[src/rtl/mc_pkg.sv]
// Shared encodings for the multicycle MIPS main control FSM.
package mc_pkg;

   typedef enum logic [3:0] {
      IDLE     = 4'd0,
      FETCH    = 4'd1,
      DECODE   = 4'd2,
      MEMADR   = 4'd3,
      MEMRD    = 4'd4,
      MEMWB    = 4'd5,
      MEMWR    = 4'd6,
      RTYPE_EX = 4'd7,
      RTYPE_WB = 4'd8,
      BRANCH   = 4'd9,
      JUMP     = 4'd10,
      ADDI_EX  = 4'd11,
      ADDI_WB  = 4'd12
   } state_t;

   localparam logic [5:0] OP_LW    = 6'b100011;
   localparam logic [5:0] OP_SW    = 6'b101011;
   localparam logic [5:0] OP_RTYPE = 6'b000000;
   localparam logic [5:0] OP_BEQ   = 6'b000100;
   localparam logic [5:0] OP_ADDI  = 6'b001000;
   localparam logic [5:0] OP_J     = 6'b000010;

   localparam logic [1:0] ALUOP_ADD   = 2'b00;
   localparam logic [1:0] ALUOP_SUB   = 2'b01;
   localparam logic [1:0] ALUOP_FUNCT = 2'b10;

   localparam logic [1:0] PCSRC_ALU    = 2'b00;
   localparam logic [1:0] PCSRC_ALUOUT = 2'b01;
   localparam logic [1:0] PCSRC_JUMP   = 2'b10;

   localparam logic [1:0] SRCB_B       = 2'b00;
   localparam logic [1:0] SRCB_FOUR    = 2'b01;
   localparam logic [1:0] SRCB_IMM     = 2'b10;
   localparam logic [1:0] SRCB_IMM_SH2 = 2'b11;

   typedef struct packed {
      logic       pc_write;
      logic       pc_write_cond;
      logic [1:0] pc_source;
      logic       iord;
      logic       mem_read;
      logic       mem_write;
      logic       ir_write;
      logic       reg_dst;
      logic       mem_to_reg;
      logic       reg_write;
      logic       alu_src_a;
      logic [1:0] alu_src_b;
      logic [1:0] alu_op;
      logic       instr_done;
      logic       illegal;
   } ctrl_t;

   function automatic logic op_supported(input logic [5:0] op);
      return (op == OP_LW) || (op == OP_SW) || (op == OP_RTYPE) ||
             (op == OP_BEQ) || (op == OP_ADDI) || (op == OP_J);
   endfunction

endpackage

[src/rtl/mc_outdec.sv]
// Combinational output decode of the control FSM state. Everything is a
// Moore decode except the FETCH load strobes and the MEMWR done pulse,
// which follow mem_ready so a stalled access never commits early.
module mc_outdec
   import mc_pkg::*;
(
   input  state_t      state,
   input  logic        mem_ready,
   input  logic [5:0]  opcode,
   output ctrl_t       ctrl
);

   // Per-state control decode; unlisted fields and unknown encodings stay 0.
   always_comb begin
      ctrl = '0;
      case (state)
         IDLE: ;
         FETCH: begin
            ctrl.mem_read  = 1'b1;
            ctrl.alu_src_b = SRCB_FOUR;
            ctrl.alu_op    = ALUOP_ADD;
            ctrl.pc_source = PCSRC_ALU;
            ctrl.ir_write  = mem_ready;
            ctrl.pc_write  = mem_ready;
         end
         DECODE: begin
            ctrl.alu_src_b = SRCB_IMM_SH2;
            ctrl.alu_op    = ALUOP_ADD;
            ctrl.illegal   = !op_supported(opcode);
         end
         MEMADR: begin
            ctrl.alu_src_a = 1'b1;
            ctrl.alu_src_b = SRCB_IMM;
            ctrl.alu_op    = ALUOP_ADD;
         end
         MEMRD: begin
            ctrl.mem_read = 1'b1;
            ctrl.iord     = 1'b1;
         end
         MEMWB: begin
            ctrl.reg_write  = 1'b1;
            ctrl.mem_to_reg = 1'b1;
            ctrl.instr_done = 1'b1;
         end
         MEMWR: begin
            ctrl.mem_write  = 1'b1;
            ctrl.iord       = 1'b1;
            ctrl.instr_done = mem_ready;
         end
         RTYPE_EX: begin
            ctrl.alu_src_a = 1'b1;
            ctrl.alu_src_b = SRCB_B;
            ctrl.alu_op    = ALUOP_FUNCT;
         end
         RTYPE_WB: begin
            ctrl.reg_write  = 1'b1;
            ctrl.reg_dst    = 1'b1;
            ctrl.instr_done = 1'b1;
         end
         BRANCH: begin
            ctrl.alu_src_a     = 1'b1;
            ctrl.alu_src_b     = SRCB_B;
            ctrl.alu_op        = ALUOP_SUB;
            ctrl.pc_write_cond = 1'b1;
            ctrl.pc_source     = PCSRC_ALUOUT;
            ctrl.instr_done    = 1'b1;
         end
         JUMP: begin
            ctrl.pc_write   = 1'b1;
            ctrl.pc_source  = PCSRC_JUMP;
            ctrl.instr_done = 1'b1;
         end
         ADDI_EX: begin
            ctrl.alu_src_a = 1'b1;
            ctrl.alu_src_b = SRCB_IMM;
            ctrl.alu_op    = ALUOP_ADD;
         end
         ADDI_WB: begin
            ctrl.reg_write  = 1'b1;
            ctrl.instr_done = 1'b1;
         end
         default: ;
      endcase
   end

endmodule

[src/rtl/multicycle_control.sv]
// Main control FSM of the multicycle MIPS datapath.
//
// state    | meaning
// IDLE     | held in reset; one cycle after release
// FETCH    | read instruction at PC, PC <= PC+4 when memory completes
// DECODE   | register read, branch target precomputed into ALUOut
// MEMADR   | effective address for lw/sw
// MEMRD    | data read for lw, waits on mem_ready
// MEMWB    | lw writeback from MDR to rt
// MEMWR    | data write for sw, waits on mem_ready
// RTYPE_EX | ALU operation selected by funct
// RTYPE_WB | R-type writeback to rd
// BRANCH   | beq compare, PC <= ALUOut if zero
// JUMP     | PC <= jump address
// ADDI_EX  | register plus sign-extended immediate
// ADDI_WB  | addi writeback to rt
module multicycle_control
   import mc_pkg::*;
(
   input  logic       clk,
   input  logic       reset,
   input  logic [5:0] opcode,
   input  logic       mem_ready,
   output logic       PcWrite,
   output logic       PcWriteCond,
   output logic [1:0] PcSource,
   output logic       IorD,
   output logic       MemRead,
   output logic       MemWrite,
   output logic       IRWrite,
   output logic       RegDst,
   output logic       MemtoReg,
   output logic       RegWrite,
   output logic       ALUSrcA,
   output logic [1:0] ALUSrcB,
   output logic [1:0] ALUOp,
   output logic       instr_done,
   output logic       illegal
);

   state_t state_q;
   state_t state_d;
   ctrl_t  ctrl;

   // State register; reset forces IDLE at once so outputs drop without a clock.
   always_ff @(posedge clk or posedge reset) begin
      if (reset) state_q <= IDLE;
      else       state_q <= state_d;
   end

   // Next-state logic; unknown encodings fall back to FETCH.
   always_comb begin
      state_d = FETCH;
      case (state_q)
         IDLE:   state_d = FETCH;
         FETCH:  state_d = mem_ready ? DECODE : FETCH;
         DECODE: begin
            case (opcode)
               OP_LW, OP_SW: state_d = MEMADR;
               OP_RTYPE:     state_d = RTYPE_EX;
               OP_BEQ:       state_d = BRANCH;
               OP_J:         state_d = JUMP;
               OP_ADDI:      state_d = ADDI_EX;
               default:      state_d = FETCH;
            endcase
         end
         MEMADR: begin
            if (opcode == OP_LW)      state_d = MEMRD;
            else if (opcode == OP_SW) state_d = MEMWR;
            else                      state_d = FETCH;
         end
         MEMRD:    state_d = mem_ready ? MEMWB : MEMRD;
         MEMWB:    state_d = FETCH;
         MEMWR:    state_d = mem_ready ? FETCH : MEMWR;
         RTYPE_EX: state_d = RTYPE_WB;
         RTYPE_WB: state_d = FETCH;
         BRANCH:   state_d = FETCH;
         JUMP:     state_d = FETCH;
         ADDI_EX:  state_d = ADDI_WB;
         ADDI_WB:  state_d = FETCH;
         default:  state_d = FETCH;
      endcase
   end

   mc_outdec u_outdec (
      .state     (state_q),
      .mem_ready (mem_ready),
      .opcode    (opcode),
      .ctrl      (ctrl)
   );

   assign PcWrite     = ctrl.pc_write;
   assign PcWriteCond = ctrl.pc_write_cond;
   assign PcSource    = ctrl.pc_source;
   assign IorD        = ctrl.iord;
   assign MemRead     = ctrl.mem_read;
   assign MemWrite    = ctrl.mem_write;
   assign IRWrite     = ctrl.ir_write;
   assign RegDst      = ctrl.reg_dst;
   assign MemtoReg    = ctrl.mem_to_reg;
   assign RegWrite    = ctrl.reg_write;
   assign ALUSrcA     = ctrl.alu_src_a;
   assign ALUSrcB     = ctrl.alu_src_b;
   assign ALUOp       = ctrl.alu_op;
   assign instr_done  = ctrl.instr_done;
   assign illegal     = ctrl.illegal;

endmodule

[config.mk]
export PLATFORM = sky130hd
export DESIGN_NAME = multicycle_control
export DESIGN_NICKNAME = d
export VERILOG_FILES = /design/src/rtl/mc_pkg.sv /design/src/rtl/mc_outdec.sv /design/src/rtl/multicycle_control.sv
export SDC_FILE = /design/constraint.sdc
export NUM_CORES = 1
export LEC_CHECK = 0
export CORE_MARGIN = 2
export CORE_UTILIZATION = 35
export DETAILED_ROUTE_END_ITERATION = 6
export PLACE_DENSITY = 0.71
export SYNTH_ARGS = -nofsm -noshare
export SYNTH_HDL_FRONTEND = slang
export SYNTH_SLANG_ARGS = --single-unit
[constraint.sdc]
create_clock -name clk -period 4.6 [get_ports clk]
set_clock_uncertainty 0.2 [all_clocks]
set_input_delay 0.69 -clock clk [delete_from_list [all_inputs] [get_ports clk]]
set_output_delay 0.69 -clock clk [all_outputs]
set_load 0.005 [all_outputs]
==> results.txt <==
- Xor/xnor share of the synthesized area: 0.0314
- Synth-to-Final Area Change: 49.6%
- Crit Path Category: input pin to output port
- The compound-cell area share of the yosys netlist is 0.294.
* Unrepaired setup endpoints after global routing: no
* Number of global-route vias before repair: 612
- Data on the critical path is required at its endpoint by 3.71 ns.
- Total number of clock tree sinks: 4
* Placement-stage cell area: roughly 800 um2
- In the routed layout, each cell is associated on average with a via count of 5.58.
* Hold Crit Class: input pin to asynchronous set/reset pin
* Count of port buffers added during placement: 26
- Finished Cell Area: 835 um2
* Data arrival at the endpoint of the critical path: 2.66 ns
- Synthesis produced a netlist with a net count of 91.
* Clock tree from TritonCTS: yes
- In this run the remaining antenna-violating nets after routing total 0.
* Antenna violations before repair: 0
* Placed instance count: 119
* Register area share after synthesis: 0.179
- Buffers inserted to repair hold after CTS numbered 0.
* Power per Cell Area: roughly 450 nW/um2
- The hold violation count in the final report is 0.
* Area share of fa/ha/maj cells after synthesis: 0
* Fraction of layout instances using a drive strength above 1: 0.0660
- The wire-length estimate of the detail-placed layout is between 1000 and 1500 um.
- After synthesis, the largest family of logic cells by area is simple AND/OR/NAND/NOR gates.
- Cts repair resizes: 0
- In the final layout, the registers with the most flip-flops are state_q x4.
* Initial core utilization: 0.370
- Tightest Pin Transition: 0.458 ns
* CTS Root Buffer Type: sky130_fd_sc_hd__clkbuf_4
* Final setup violation count: 0
* Average wire per standard cell: 12.5 um
- Horiz. Die Dim: 43.9 um
* Worst path cell trace: clkdlybuf4s50_1 > or3b_1 > or3_1 > nor4b_2 > clkdlybuf4s50_1
- After synthesis, the netlist uses 33 different library cells.
- sky130_fd_sc_hd__dfrtp_1 takes more of the synthesized area than any other cell.
* Result of the run: finished clean
- Slowest-stage cell, CP: sky130_fd_sc_hd__clkdlybuf4s50_1
* Minimum setup slack after placement: 1.05 ns
* Die ar.: 1930 um2
* Aggregate global routing overflow: 0
* Synth warn: 0
* Crit Path Max Fanout: 7
- Clock latency at the later pin of the worst-skew pair: ~0.23 ns
- Largest delay share family, worst path: simple AND/OR/NAND/NOR gates
* Post-synthesis simple-gate area fraction: 0.435
- Vias post-DR: around 700
- Row generation in the floorplan step produced 14 rows.
* Placer congestion estimate: 0.807
- Fill cells: 170
* Maximum clock insertion buffer count: 2
* Post-synthesis average cell area: 6.81 um2
- Synthesis inferred 4 register bits.
- Leakage dissipation: 0.300 nW
- The register with the most flip-flops in the final layout is state_q.
- CTS Buf Count: 3
- Startpoint type of the worst setup path: input pin
- From bottom edge to top edge, the die measures 43.9 um.
- VDD sags by at most around 310 uV.
- CTS clock-pin slew for the worst setup and hold paths: 0.04 ns
- Area contributors post-synth: sky130_fd_sc_hd__dfrtp_1 18%, sky130_fd_sc_hd__nor2_1 10%, sky130_fd_sc_hd__nand2b_1 6.7%
- Routed wire length: 1520 um
- Synthesis produced 82 cells.
- The portion of synthesized area spent on multiplexers is 0.
- The number of max-slew violations in the final report was 0.
- Total negative slack: 0 ns
- GR Util All Layers: 0.168
- Period minus WS final: roughly 3.6 ns
* Final critical-path setup slack: 1.05 ns
- The first global-routing pass estimated 2520 um of wire.
- For this run, the slowest stage of the critical path takes 0.52 ns.
- During I/O placement, the number of pins put on the boundary was 27.
- CTS built an H-tree with a depth of 1.
* # diodes: 0
* Critical path buffer and inverter count: 2
- STA classifies the critical path endpoint as an output port.
* Setup bufs post-CTS: 0
- DRC violation count after routing: 0
* Area of the core region: 1510 um2
- The tool flagged a number of max-cap violations equal to 0.
* Highest Clock Rate: 0.281 GHz
- For this block, the initial DRC count from the detailed router was 9.
- Summing every instance area after synthesis gives 558 um2.
- After the last flow step, the layout net total stands at 117.
* Largest net degree at the start of global routing: 16
- Leaving out filler cells and counting taps, the final layout contains 122.
- Most common cell on crit path: sky130_fd_sc_hd__clkdlybuf4s50_1
* Max FFs per register: 4
* Fraction of synthesized cell area taken by the top area cell type: 0.179
- Period utilisation layout: 0.773
* Max transition margin: 0.695
- First-pass iteration count of the detailed router: 4
[kinds of logic (layout without fill, tap and decap cells)]
group | count (synthesis) | count (layout)
xor gates and xnor gates | 2 | 2
and+or+nand+nor | 44 | 44
AOI/OAI and AO/OA | 25 | 25
buffers and inverters | 7 | 31
DFF | 4 | 4
[through the flow]
step | total power (W) | hold WS [ns] | util
CTS | 0.000383 | 0.437 | 0.554
global route | 0.000414 | 0.488 | 0.554
floorplan | 0.000221 | 0.256 | -
global placement | 0.000335 | 0.510 | 0.539
detailed placement | 0.000338 | 0.519 | 0.539
finish | 0.000379 | 0.437 | 0.554
[where the power goes]
group          internal (W)  switching, W
Combinational      0.000146      0.000104
Clock             0.0000291     0.0000134
Sequential        0.0000460     0.0000411
[worst register-to-register path, delay by kind of cell, from the launching register on]
kind	cells	cell delay, ns
and+or+nand+nor	2	0.65
AOI/OAI and AO/OA	2	0.25
DFF	1	0.53
[worst paths after layout]
path	start	slack, ns	end	depth (start not counted)
worst min-delay path	reset	0.44	state_q[2]	2
worst max-delay path	opcode[2]	1.05	illegal	5
worst max register to register	state_q[0]	2.87	state_q[1]	4
max in group asynchronous	reset	3.62	state_q[1]	2
min in group clk	state_q[3]	0.52	state_q[1]	1
worst min register to register	state_q[3]	0.52	state_q[1]	1
[layer usage]
metal  track usage  share of wire
met5             0              0
met2         0.291           0.46
met4        0.0485          0.018
met1         0.206           0.44
met3        0.0375          0.082
[Yosys cell counts]
cell                       number
sky130_fd_sc_hd__a211oi_1       1
sky130_fd_sc_hd__a31oi_1        3
sky130_fd_sc_hd__or2b_4         1
sky130_fd_sc_hd__nand3_1        1
sky130_fd_sc_hd__o41a_1         1
sky130_fd_sc_hd__or3b_1         1
sky130_fd_sc_hd__or3_1          1
sky130_fd_sc_hd__o21a_1         1
sky130_fd_sc_hd__nand2b_1       6
sky130_fd_sc_hd__a22oi_2        1
sky130_fd_sc_hd__nand4_1        1
sky130_fd_sc_hd__inv_1          2
sky130_fd_sc_hd__a21oi_1        7
sky130_fd_sc_hd__o21ai_0        5
sky130_fd_sc_hd__dfrtp_1        4
sky130_fd_sc_hd__nor3_1         3
sky130_fd_sc_hd__nor3b_1        2
sky130_fd_sc_hd__o22ai_1        3
sky130_fd_sc_hd__nor4_1         1
sky130_fd_sc_hd__o22ai_2        1
sky130_fd_sc_hd__nand2_1        5
sky130_fd_sc_hd__clkbuf_1       3
sky130_fd_sc_hd__nor2_1        15
sky130_fd_sc_hd__xor2_1         1
sky130_fd_sc_hd__nand4b_1       1
sky130_fd_sc_hd__nor4b_2        1
sky130_fd_sc_hd__o31ai_1        1
sky130_fd_sc_hd__o211ai_1       1
sky130_fd_sc_hd__xnor2_1        1
sky130_fd_sc_hd__buf_4          2
sky130_fd_sc_hd__nand3b_1       1
sky130_fd_sc_hd__or2_1          2
sky130_fd_sc_hd__and2_1         2
[cells in the final DEF (no fill, tap or decap), drive strengths merged, types with 2 or more instances in the layout]
cell type,instances
nand2,5
o22ai,4
nor2,15
a31oi,3
nor3b,2
inv,2
o21ai,5
and2,2
nor3,3
dfrtp,4
clkbuf,3
nand2b,6
clkdlybuf4s50,26
a21oi,7
or2,2
[area by class of cell]
class                           instances  area [um2]  share of cell area
Tap cell                               16        20.0              0.0240
Clock buffer                            3        22.5              0.0270
Inverter                                2        7.51             0.00900
Multi-Input combinational cell         71         424               0.508
Sequential cell                         4         100               0.120
Timing Repair Buffer                   26         260               0.312
Power figures use the tool's default switching activity.
